--- config.mk ---
export PLATFORM = sky130hd
export DESIGN_NAME = mmu_feeder
export DESIGN_NICKNAME = d
export VERILOG_FILES = /design/src/rtl/mmu_feeder.sv
export SDC_FILE = /design/constraint.sdc
export NUM_CORES = 1
export LEC_CHECK = 0
export CORE_ASPECT_RATIO = 0.8
export CORE_UTILIZATION = 39
export CTS_CLUSTER_DIAMETER = 80
export DETAILED_ROUTE_END_ITERATION = 6
export MAX_ROUTING_LAYER = met4
export PLACE_DENSITY = 0.81
export REMOVE_ABC_BUFFERS = 1
export SLEW_MARGIN = 20
export SYNTH_ARGS = -nofsm -noshare
export SYNTH_HDL_FRONTEND = slang
export SYNTH_SLANG_ARGS = --single-unit
--- constraint.sdc ---
create_clock -name clk -period 1.7 [get_ports clk]
set_input_delay 0.51 -clock clk [delete_from_list [all_inputs] [get_ports clk]]
set_output_delay 0.51 -clock clk [all_outputs]
set_load 0.05 [all_outputs]
--- src/rtl/mmu_feeder.sv ---
// mmu_feeder: snapshots A/B on a start edge, feeds a 2x2 output-stationary array with
// diagonal skew, then serializes the four accumulators. Optional macro FEEDER_RELU_EN clamps negative results to 0.
module mmu_feeder #(
   parameter int DATA_W = 8,
   parameter int ACC_W  = 16
) (
   input  logic                  clk,
   input  logic                  rst_n,
   input  logic                  feeding_en,
   input  logic [8*DATA_W-1:0]   mem_flat,
   input  logic [ACC_W-1:0]      c00,
   input  logic [ACC_W-1:0]      c01,
   input  logic [ACC_W-1:0]      c10,
   input  logic [ACC_W-1:0]      c11,
   output logic [DATA_W-1:0]     a_in0,
   output logic [DATA_W-1:0]     a_in1,
   output logic [DATA_W-1:0]     b_in0,
   output logic [DATA_W-1:0]     b_in1,
   output logic                  pe_clear,
   output logic                  busy,
   output logic [ACC_W-1:0]      out_data,
   output logic                  out_valid,
   output logic                  done
);

   typedef enum logic [1:0] {S_IDLE, S_FEED, S_DRAIN} state_t;

   state_t                 state, state_nxt;
   logic [1:0]             step, step_nxt;
   logic                   en_d;
   // a00/b00 go straight out at the start edge, so only the six later elements are held
   logic [5:0][DATA_W-1:0] snap, snap_nxt;
   logic [DATA_W-1:0]      a0_nxt, a1_nxt, b0_nxt, b1_nxt;
   logic                   clear_nxt, busy_nxt, valid_nxt, done_nxt;
   logic [ACC_W-1:0]       data_nxt;

   function automatic logic [DATA_W-1:0] elem(input logic [8*DATA_W-1:0] v, input int k);
      return v[k*DATA_W +: DATA_W];
   endfunction

   function automatic logic [ACC_W-1:0] shape(input logic [ACC_W-1:0] v);
`ifdef FEEDER_RELU_EN
      return v[ACC_W-1] ? '0 : v;
`else
      return v;
`endif
   endfunction

   always_ff @(posedge clk or negedge rst_n) begin
      if (!rst_n) begin
         state     <= S_IDLE;
         step      <= '0;
         en_d      <= 1'b0;
         snap      <= '0;
         a_in0     <= '0;
         a_in1     <= '0;
         b_in0     <= '0;
         b_in1     <= '0;
         pe_clear  <= 1'b0;
         busy      <= 1'b0;
         out_data  <= '0;
         out_valid <= 1'b0;
         done      <= 1'b0;
      end else begin
         state     <= state_nxt;
         step      <= step_nxt;
         en_d      <= feeding_en;
         snap      <= snap_nxt;
         a_in0     <= a0_nxt;
         a_in1     <= a1_nxt;
         b_in0     <= b0_nxt;
         b_in1     <= b1_nxt;
         pe_clear  <= clear_nxt;
         busy      <= busy_nxt;
         out_data  <= data_nxt;
         out_valid <= valid_nxt;
         done      <= done_nxt;
      end
   end

   // The last drain step returns to S_IDLE so a start sampled one cycle later is accepted
   always_comb begin
      state_nxt = state;
      step_nxt  = step;
      snap_nxt  = snap;
      a0_nxt    = '0;
      a1_nxt    = '0;
      b0_nxt    = '0;
      b1_nxt    = '0;
      clear_nxt = 1'b0;
      busy_nxt  = 1'b0;
      valid_nxt = 1'b0;
      done_nxt  = 1'b0;
      data_nxt  = out_data;
      case (state)
         S_IDLE: begin
            if (feeding_en && !en_d) begin
               snap_nxt  = {elem(mem_flat, 7), elem(mem_flat, 6), elem(mem_flat, 5),
                            elem(mem_flat, 3), elem(mem_flat, 2), elem(mem_flat, 1)};
               a0_nxt    = elem(mem_flat, 0);
               b0_nxt    = elem(mem_flat, 4);
               clear_nxt = 1'b1;
               busy_nxt  = 1'b1;
               state_nxt = S_FEED;
               step_nxt  = 2'd1;
            end
         end
         S_FEED: begin
            busy_nxt = 1'b1;
            case (step)
               2'd1: begin
                  a0_nxt   = snap[0];
                  a1_nxt   = snap[1];
                  b0_nxt   = snap[4];
                  b1_nxt   = snap[3];
                  step_nxt = 2'd2;
               end
               2'd2: begin
                  a1_nxt   = snap[2];
                  b1_nxt   = snap[5];
                  step_nxt = 2'd3;
               end
               default: begin
                  valid_nxt = 1'b1;
                  data_nxt  = shape(c00);
                  state_nxt = S_DRAIN;
                  step_nxt  = 2'd1;
               end
            endcase
         end
         S_DRAIN: begin
            busy_nxt  = 1'b1;
            valid_nxt = 1'b1;
            case (step)
               2'd1: begin
                  data_nxt = shape(c01);
                  step_nxt = 2'd2;
               end
               2'd2: begin
                  data_nxt = shape(c10);
                  step_nxt = 2'd3;
               end
               default: begin
                  data_nxt  = shape(c11);
                  done_nxt  = 1'b1;
                  state_nxt = S_IDLE;
                  step_nxt  = 2'd0;
               end
            endcase
         end
         default: state_nxt = S_IDLE;
      endcase
   end

endmodule

==> out/metrics.csv, run 1 <==
metric,value,unit
area added between synthesis and finish,72.7,%
fin crit period,1740,ps
share of the clock period used by the worst path after layout,1.02,
final RePlAce weighted congestion,0.797,
result of the run,finished with violations,
met3 routing resource usage after global routing,0.0556,
initial core utilization,0.410,
most frequent cells in the layout,"sky130_fd_sc_hd__clkdlybuf4s50_1, sky130_fd_sc_hd__dfrtp_1, sky130_fd_sc_hd__buf_12",
Fmax,576,MHz
GRT Resource Usage Total,0.224,
number of vias in the routed layout,3755,
post-synthesis sequential element count,105,
met1 track demand over resource,0.274,
sequential cell area fraction in the yosys report,0.577,
GRT Max-Usage Layer,met2,
"most common cell after layout, fill and taps aside",sky130_fd_sc_hd__clkdlybuf4s50_1,
final cell count without fillers,711,
number of placed I/O pins,183,
layout net count,703,
number of filler cells placed in the layout,697,
Die Width,123,um
met2 track demand over resource in global routing,0.369,
via count of the first global-routing pass,3826,
Tightest Pin Transition,366,ps
total DRC errors in the routed layout,5,
fraction of layout cells with a size suffix above 1,0.321,
count of buffer and inverter cells on the critical path,3,
number of nets still failing antenna checks after routing,0,
H-tree Lvls,3,
clock tree from TritonCTS,built,
post-route setup TNS,-366,ps
Min-Delay Path Class,reg2reg,
cell total after placement,666,
Leak Pwr,3.42,nW
"Reg clk slew, reported paths",70,ps
detail-routed net length per standard cell,19.4,um
unique cell type count in the Yosys netlist,27,
portion of netlist area occupied by mux cells,0.146,
final hold slack,513,ps
diodes inserted,0,
power density over the cells,1760,mW/mm^2
number of clock sinks,105,
Synth Area in XOR/XNOR,0,
Detailed Route WL,13800,um
Worst IR Drop VDD,1.15,mV
"buffers from clock root to sink, at most",2,
standard cell area after detailed placement,0.00709,mm^2
"Setup violations, final",25,
worst path cell trace,inv_2 -> ha_2 -> and3b_4 -> buf_6 -> clkbuf_16 -> mux2_2,
type of origin of the critical path,flop,
Synth Area in Compound Gates,0.144,
dominant combinational cell family by area after synthesis,multiplexers,
final number of max-transition violations,0,
largest delay contributor family on the critical path,buffers and inverters,
synthesized-area fraction occupied by and/or/nand/nor cells,0.0593,
RSZ-0062 raised after global routing,true,
first-pass GRT wire length,19900,um
Crit Path Category,reg2reg,
remaining max-slew budget at the tightest pin,0.756,
clock latency on the worst-skew pair,350,ps
post-synthesis cell count,347,
iteration-0 DRC count of the detailed router,369,
area enclosed by the die boundary,0.0121,mm^2
"slowest stage delay, CP",390,ps
Post-Synth Adder-Cell Area,0.0247,
worst-path fanout max,7,
maxcap violations,0,
"final std cell area, no fill",0.00787,mm^2
dpl ws,-265,ps
count of input and output buffers,182,
"Warnings, synthesis",0,
number of antenna violations at the first check in global routing,0,
largest net degree at the start of global routing,49,
endpoint class of the critical path,flop,
site row count,34,
first-pass iteration count of the detailed router,7,
CP max-delay cell,sky130_fd_sc_hd__dfrtp_1,
average cell area after synthesis,13.1,um^2
Arrival @ worst endpoint,1970,ps
Die Ht,98.7,um
Floorplan Core Area,0.0111,mm^2
fin worst setup slack,-35.5,ps
failing checks,"DRC, setup timing",
root buffer cell,sky130_fd_sc_hd__clkbuf_16,
average via count per standard cell,5.28,
"Power, Total",13.8,mW
CTS Buf Count,9,
remaining global-route overflow,0,
core occupancy in the finished layout,0.708,
DPL Wire Length,9120,um
largest clock skew in the final design,7.05,ps
number of failing hold endpoints at the final stage,0,
Synth Cell Area,0.00455,mm^2
Worst EP required,1930,ps
## power breakdown
| group | internal, mW | switching [mW] |
|---|---|---|
| sequential | 3.55 | 0.791 |
| combinational | 3.84 | 3.46 |
| clock | 1.28 | 0.907 |
| total | 8.68 | 5.16 |
## registers in the layout, summed over array words and instances (netlist names)
signal	count
pe_clear	1
snap	48
step	2
b_in1	8
a_in1	8
a_in0	8
done	1
state	2
out_valid	1
en_d	1
busy	1
out_data	16
b_in0	8
## cells by family after synthesis
| kind of cell | count (synthesis) |
|---|---|
| flops | 105 |
| fa+ha+maj | 9 |
| mux | 52 |
| buf+inv | 31 |
| compound gates | 86 |
| simple gates | 64 |
## layout make-up
class,instances,area [um^2],area share
tap,144,180,0.0229
clock inverter,5,81.3,0.0103
inverter,5,22.5,0.00286
timing repair buffer,231,2970,0.377
clock buffer,10,229,0.0291
sequential,105,2630,0.334
multi-input combinational,211,1760,0.223
## synth_stat cells
cell,number,area share
sky130_fd_sc_hd__dfrtp_1,105,0.58
sky130_fd_sc_hd__nor2_1,51,0.042
sky130_fd_sc_hd__a22oi_1,32,0.053
sky130_fd_sc_hd__mux2_2,29,0.072
sky130_fd_sc_hd__mux2_4,22,0.073
sky130_fd_sc_hd__a21oi_1,19,0.021
sky130_fd_sc_hd__a22o_1,16,0.031
sky130_fd_sc_hd__a222oi_1,15,0.033
sky130_fd_sc_hd__buf_2,11,0.012
sky130_fd_sc_hd__ha_1,9,0.025
sky130_fd_sc_hd__buf_6,6,0.015
sky130_fd_sc_hd__inv_1,5,0.0041
sky130_fd_sc_hd__buf_4,4,0.0066
sky130_fd_sc_hd__clkbuf_1,3,0.0025
sky130_fd_sc_hd__nand2_1,3,0.0025
sky130_fd_sc_hd__nand2b_1,3,0.0041
sky130_fd_sc_hd__and2_1,2,0.0027
sky130_fd_sc_hd__buf_12,2,0.0088
sky130_fd_sc_hd__nor2b_1,2,0.0027
sky130_fd_sc_hd__a31oi_1,1,0.0014
sky130_fd_sc_hd__and3_1,1,0.0014
sky130_fd_sc_hd__and3b_4,1,0.0027
sky130_fd_sc_hd__mux2i_1,1,0.0022
sky130_fd_sc_hd__nand3_1,1,0.0011
sky130_fd_sc_hd__o21a_1,1,0.0016
sky130_fd_sc_hd__o21ai_0,1,0.0011
sky130_fd_sc_hd__o21ba_2,1,0.0022
## layer usage
| metal | part of all wire | wire (um) | vias up |
|---|---|---|---|
| met5 | 0 | 0 | - |
| met3 | 0.062 | 857 | 18 |
| met4 | 0.011 | 157 | 0 |
| met1 | 0.42 | 5790 | 1889 |
| li1 | - | - | 1700 |
| met2 | 0.51 | 6960 | 148 |
## worst paths after layout
check	startpoint	to	slack, ps	depth (start not counted)
min in group asynchronous	rst_n	snap[15]$_DFFE_PN0P_	560	2
hold reg to reg	snap[26]$_DFFE_PN0P_	snap[26]$_DFFE_PN0P_	510	1
setup / recovery	state[0]$_DFFE_PN0P_	snap[40]$_DFFE_PN0P_	-40	6
max in group asynchronous	rst_n	a_in1[5]$_DFF_PN0_	660	3
hold / removal	snap[26]$_DFFE_PN0P_	snap[26]$_DFFE_PN0P_	510	1
setup reg to reg	state[0]$_DFFE_PN0P_	snap[40]$_DFFE_PN0P_	-40	6
## timing repair
item | CTS | global route
endpoints found under the setup margin | 25 | 60
pin swaps | 2 | 5
gates resized for setup | 6 | 18
setup buffers | 2 | 19
hold buffers | 1 | 0
hold endpoints to repair | 6 | 0
gates cloned | 0 | 8
Note: power is estimated with default switching activity, not from simulation.
==> run 2: changes to the inputs <==
- SLEW_MARGIN: 20 -> 40
==> results of run 2 <==
Same layout as run 1: the final DEF is identical, and so are final timing and power.
==> run 3: changes to the inputs <==
- GPL_TIMING_DRIVEN: default -> 0
- clock period: 1.7 -> 1.59 ns (I/O delays scaled with it)
==> run 3 against run 2 <==
  * The run ends with setup timing left
  * Utilization fell by 4.2 points
  * Fmax fell by 0.26%
  * Power down 2.1%
  * Clock skew is 1.4 ps lower
  * Final cell count down 2.1%
  * Register-to-register slack got worse by 110 ps
==> out/metrics.csv, run 3 (synthesis gave the netlist of run 1 again) <==
metric,value,unit,change
result of the run,finished with violations,,
failing checks,setup timing,,
area enclosed by the die boundary,0.0121,mm^2,unchanged
clock tree from TritonCTS,built,,
critical path launch point,state[0]$_DFFE_PN0P_,,
CTS Buf Count,9,,unchanged
initial core utilization,0.410,,unchanged
Critical R2R Launch,state[0]$_DFFE_PN0P_,,
GRT Max-Usage Layer,met2,,
number of failing hold endpoints at the final stage,0,,unchanged
capture point of the worst reg-to-reg path,snap[1]$_DFFE_PN0P_,,
"buffers from clock root to sink, at most",2,,unchanged
area added between synthesis and finish,62.4,%,
met2 track demand over resource in global routing,0.373,,+0.00432
capturing instance or port of the critical path,snap[1]$_DFFE_PN0P_,,
number of placed I/O pins,183,,unchanged
Leak Pwr,3.16,nW,-7.4%
met1 track demand over resource,0.273,,-0.000928
Min-Delay Path Class,in2async,,
combinational power share,0.525,,-0.003
first-pass GRT wire length,20000,um,+0.45%
Crit Path Category,reg2reg,,
Detailed Route WL,13500,um,-2.1%
register ranked first by flip-flop count,snap,,
Clk network pwr share,0.153,,-0.005
most frequent cells in the layout,"sky130_fd_sc_hd__clkdlybuf4s50_1, sky130_fd_sc_hd__dfrtp_1, sky130_fd_sc_hd__nor2_1",,
GRT Resource Usage Total,0.224,,-0.000260
final RePlAce weighted congestion,0.805,,+1.0%
DPL Wire Length,8140,um,-11%
"Reg clk slew, reported paths",70,ps,about the same
fin crit period,1740,ps,+4.50 ps
met3 routing resource usage after global routing,0.0515,,-0.00405
iteration-0 DRC count of the detailed router,263,,-29%
Fmax,575,MHz,-0.26%
r2r worst-path depth,7,,+1
final cell count without fillers,696,,-2.1%
RSZ-0062 raised after global routing,true,,
remaining global-route overflow,0,,unchanged
largest net degree at the start of global routing,61,,+24%
type of origin of the critical path,flop,,
average via count per standard cell,5.36,,+1.5%
post-route setup TNS,-5070,ps,-4700 ps
fin worst setup slack,-150,ps,-114 ps
layout net count,688,,-2.1%
Arrival @ worst endpoint,1960,ps,about the same
detail-routed net length per standard cell,19.4,um,about the same
internal power contribution,8.13,mW,-6.3%
Floorplan Core Area,0.0111,mm^2,unchanged
total DRC errors in the routed layout,0,,-5
"Setup violations, final",74,,+200%
"most common cell after layout, fill and taps aside",sky130_fd_sc_hd__clkdlybuf4s50_1,,
endpoint class of the critical path,flop,,
core occupancy in the finished layout,0.666,,-0.0424
standard cell area after detailed placement,0.00643,mm^2,-9.2%
Tightest Pin Transition,435,ps,+68.6 ps
power density over the cells,1830,mW/mm^2,+4.1%
final hold slack,23.5,ps,-489 ps
site row count,34,,unchanged
clock latency on the worst-skew pair,340,ps,about the same
switching component of the power,5.42,mW,+5.0%
Sw Share,0.400,,+0.0270
final number of max-transition violations,0,,unchanged
H-tree Lvls,3,,unchanged
fraction of layout cells with a size suffix above 1,0.326,,+0.00510
root buffer cell,sky130_fd_sc_hd__clkbuf_16,,
Die Ht,98.7,um,unchanged
"final std cell area, no fill",0.00740,mm^2,-6.0%
via count of the first global-routing pass,3857,,+0.81%
number of vias in the routed layout,3731,,-0.64%
number of nets still failing antenna checks after routing,0,,unchanged
Worst EP required,1810,ps,-120 ps
R2R setup slack,-150,ps,-110 ps
worst-path fanout max,8,,+1
remaining max-slew budget at the tightest pin,0.710,,-0.0464
Sequential Power Share,0.322,,+0.008
largest clock skew in the final design,5.65,ps,-1.40 ps
diodes inserted,0,,unchanged
max reg flops,48,,unchanged
Worst IR Drop VDD,0.811,mV,-30%
top flop regs,"snap: 48 flops, out_data: 16 flops",,
number of antenna violations at the first check in global routing,0,,unchanged
first-pass iteration count of the detailed router,7,,unchanged
share of the clock period used by the worst path after layout,1.09,,+0.0735
Die Width,123,um,unchanged
cell total after placement,650,,-2.4%
count of input and output buffers,182,,unchanged
maxcap violations,0,,unchanged
number of clock sinks,105,,unchanged
## run 3: cell types whose count changed in the layout (fill, tap and decap cells not counted), sizes merged
cell and delta:
dlygate4sd3 -1, bufinv -2, buf -57, clkdlybuf4s18 +2, clkbuf -6, mux2 +2
clkdlybuf4s15 +46, clkinvlp +1
## run 3: layout make-up
| class | instances | area [um^2] |
|---|---|---|
| clock inverter | 4 | 28.8 |
| inverter | 5 | 22.5 |
| multi-input combinational | 213 | 1960 |
| clock buffer | 11 | 253 |
| tap | 144 | 180 |
| fill | 791 | 3710 |
| timing repair buffer | 214 | 2330 |
| sequential | 105 | 2630 |
## run 3: critical path, cell delays in order (launching register included)
cell and delay (ps):
sky130_fd_sc_hd__dfrtp_1 420, sky130_fd_sc_hd__inv_2 140, sky130_fd_sc_hd__ha_4 160, sky130_fd_sc_hd__and3b_4 210
sky130_fd_sc_hd__buf_12 150, sky130_fd_sc_hd__buf_12 120, sky130_fd_sc_hd__buf_16 130, sky130_fd_sc_hd__mux2_4 300
## run 3: power groups by stage
stage | combinational, mW | clock, mW | sequential, mW
floorplan | 2.38 | 0 | 5.84
global placement | 5.74 | 0 | 4.31
detailed placement | 5.94 | 0 | 4.37
CTS | 6.69 | 2.13 | 4.32
global route | 7.49 | 2.26 | 4.49
finish | 7.11 | 2.08 | 4.36
## run 3: stage by stage
| stage | total power, mW | setup WS [ps] |
|---|---|---|
| after floorplan | 8.22 | -411 |
| after global placement | 10.0 | -3830 |
| after detailed placement | 10.3 | -719 |
| after CTS | 13.1 | -95.7 |
| after global routing | 14.2 | -185 |
| final | 13.6 | -150 |
## run 3: timing repair
item | in CTS | in global routing
pin swaps | 3 | 4
endpoints found under the hold margin | 0 | 0
hold buffers | 0 | 0
buffers inserted | 22 | 4
cloned | 5 | 2
endpoints found under the setup margin | 152 | 89
gates resized for setup | 194 | 37
## run 3: per-layer routing
metal / wire, um / vias to the layer above
met5: 0 / -
met4: 136 / 0
met3: 879 / 17
met2: 6780 / 157
met1: 5690 / 1894
li1: - / 1663
## run 3: worst min-delay path by stage
stage                                    start              endpoint  slack, ps  cells after the start
final                                    rst_n  snap[17]$_DFFE_PN0P_         20                      1
after global routing                     rst_n  snap[17]$_DFFE_PN0P_         40                      1
after CTS                                rst_n  snap[17]$_DFFE_PN0P_         30                      1
after detailed placement                 rst_n  snap[17]$_DFFE_PN0P_        390                      1
after global placement    snap[29]$_DFFE_PN0P_  snap[29]$_DFFE_PN0P_        490                      1
after floorplan                          rst_n    a_in0[0]$_DFF_PN0_        180                      0
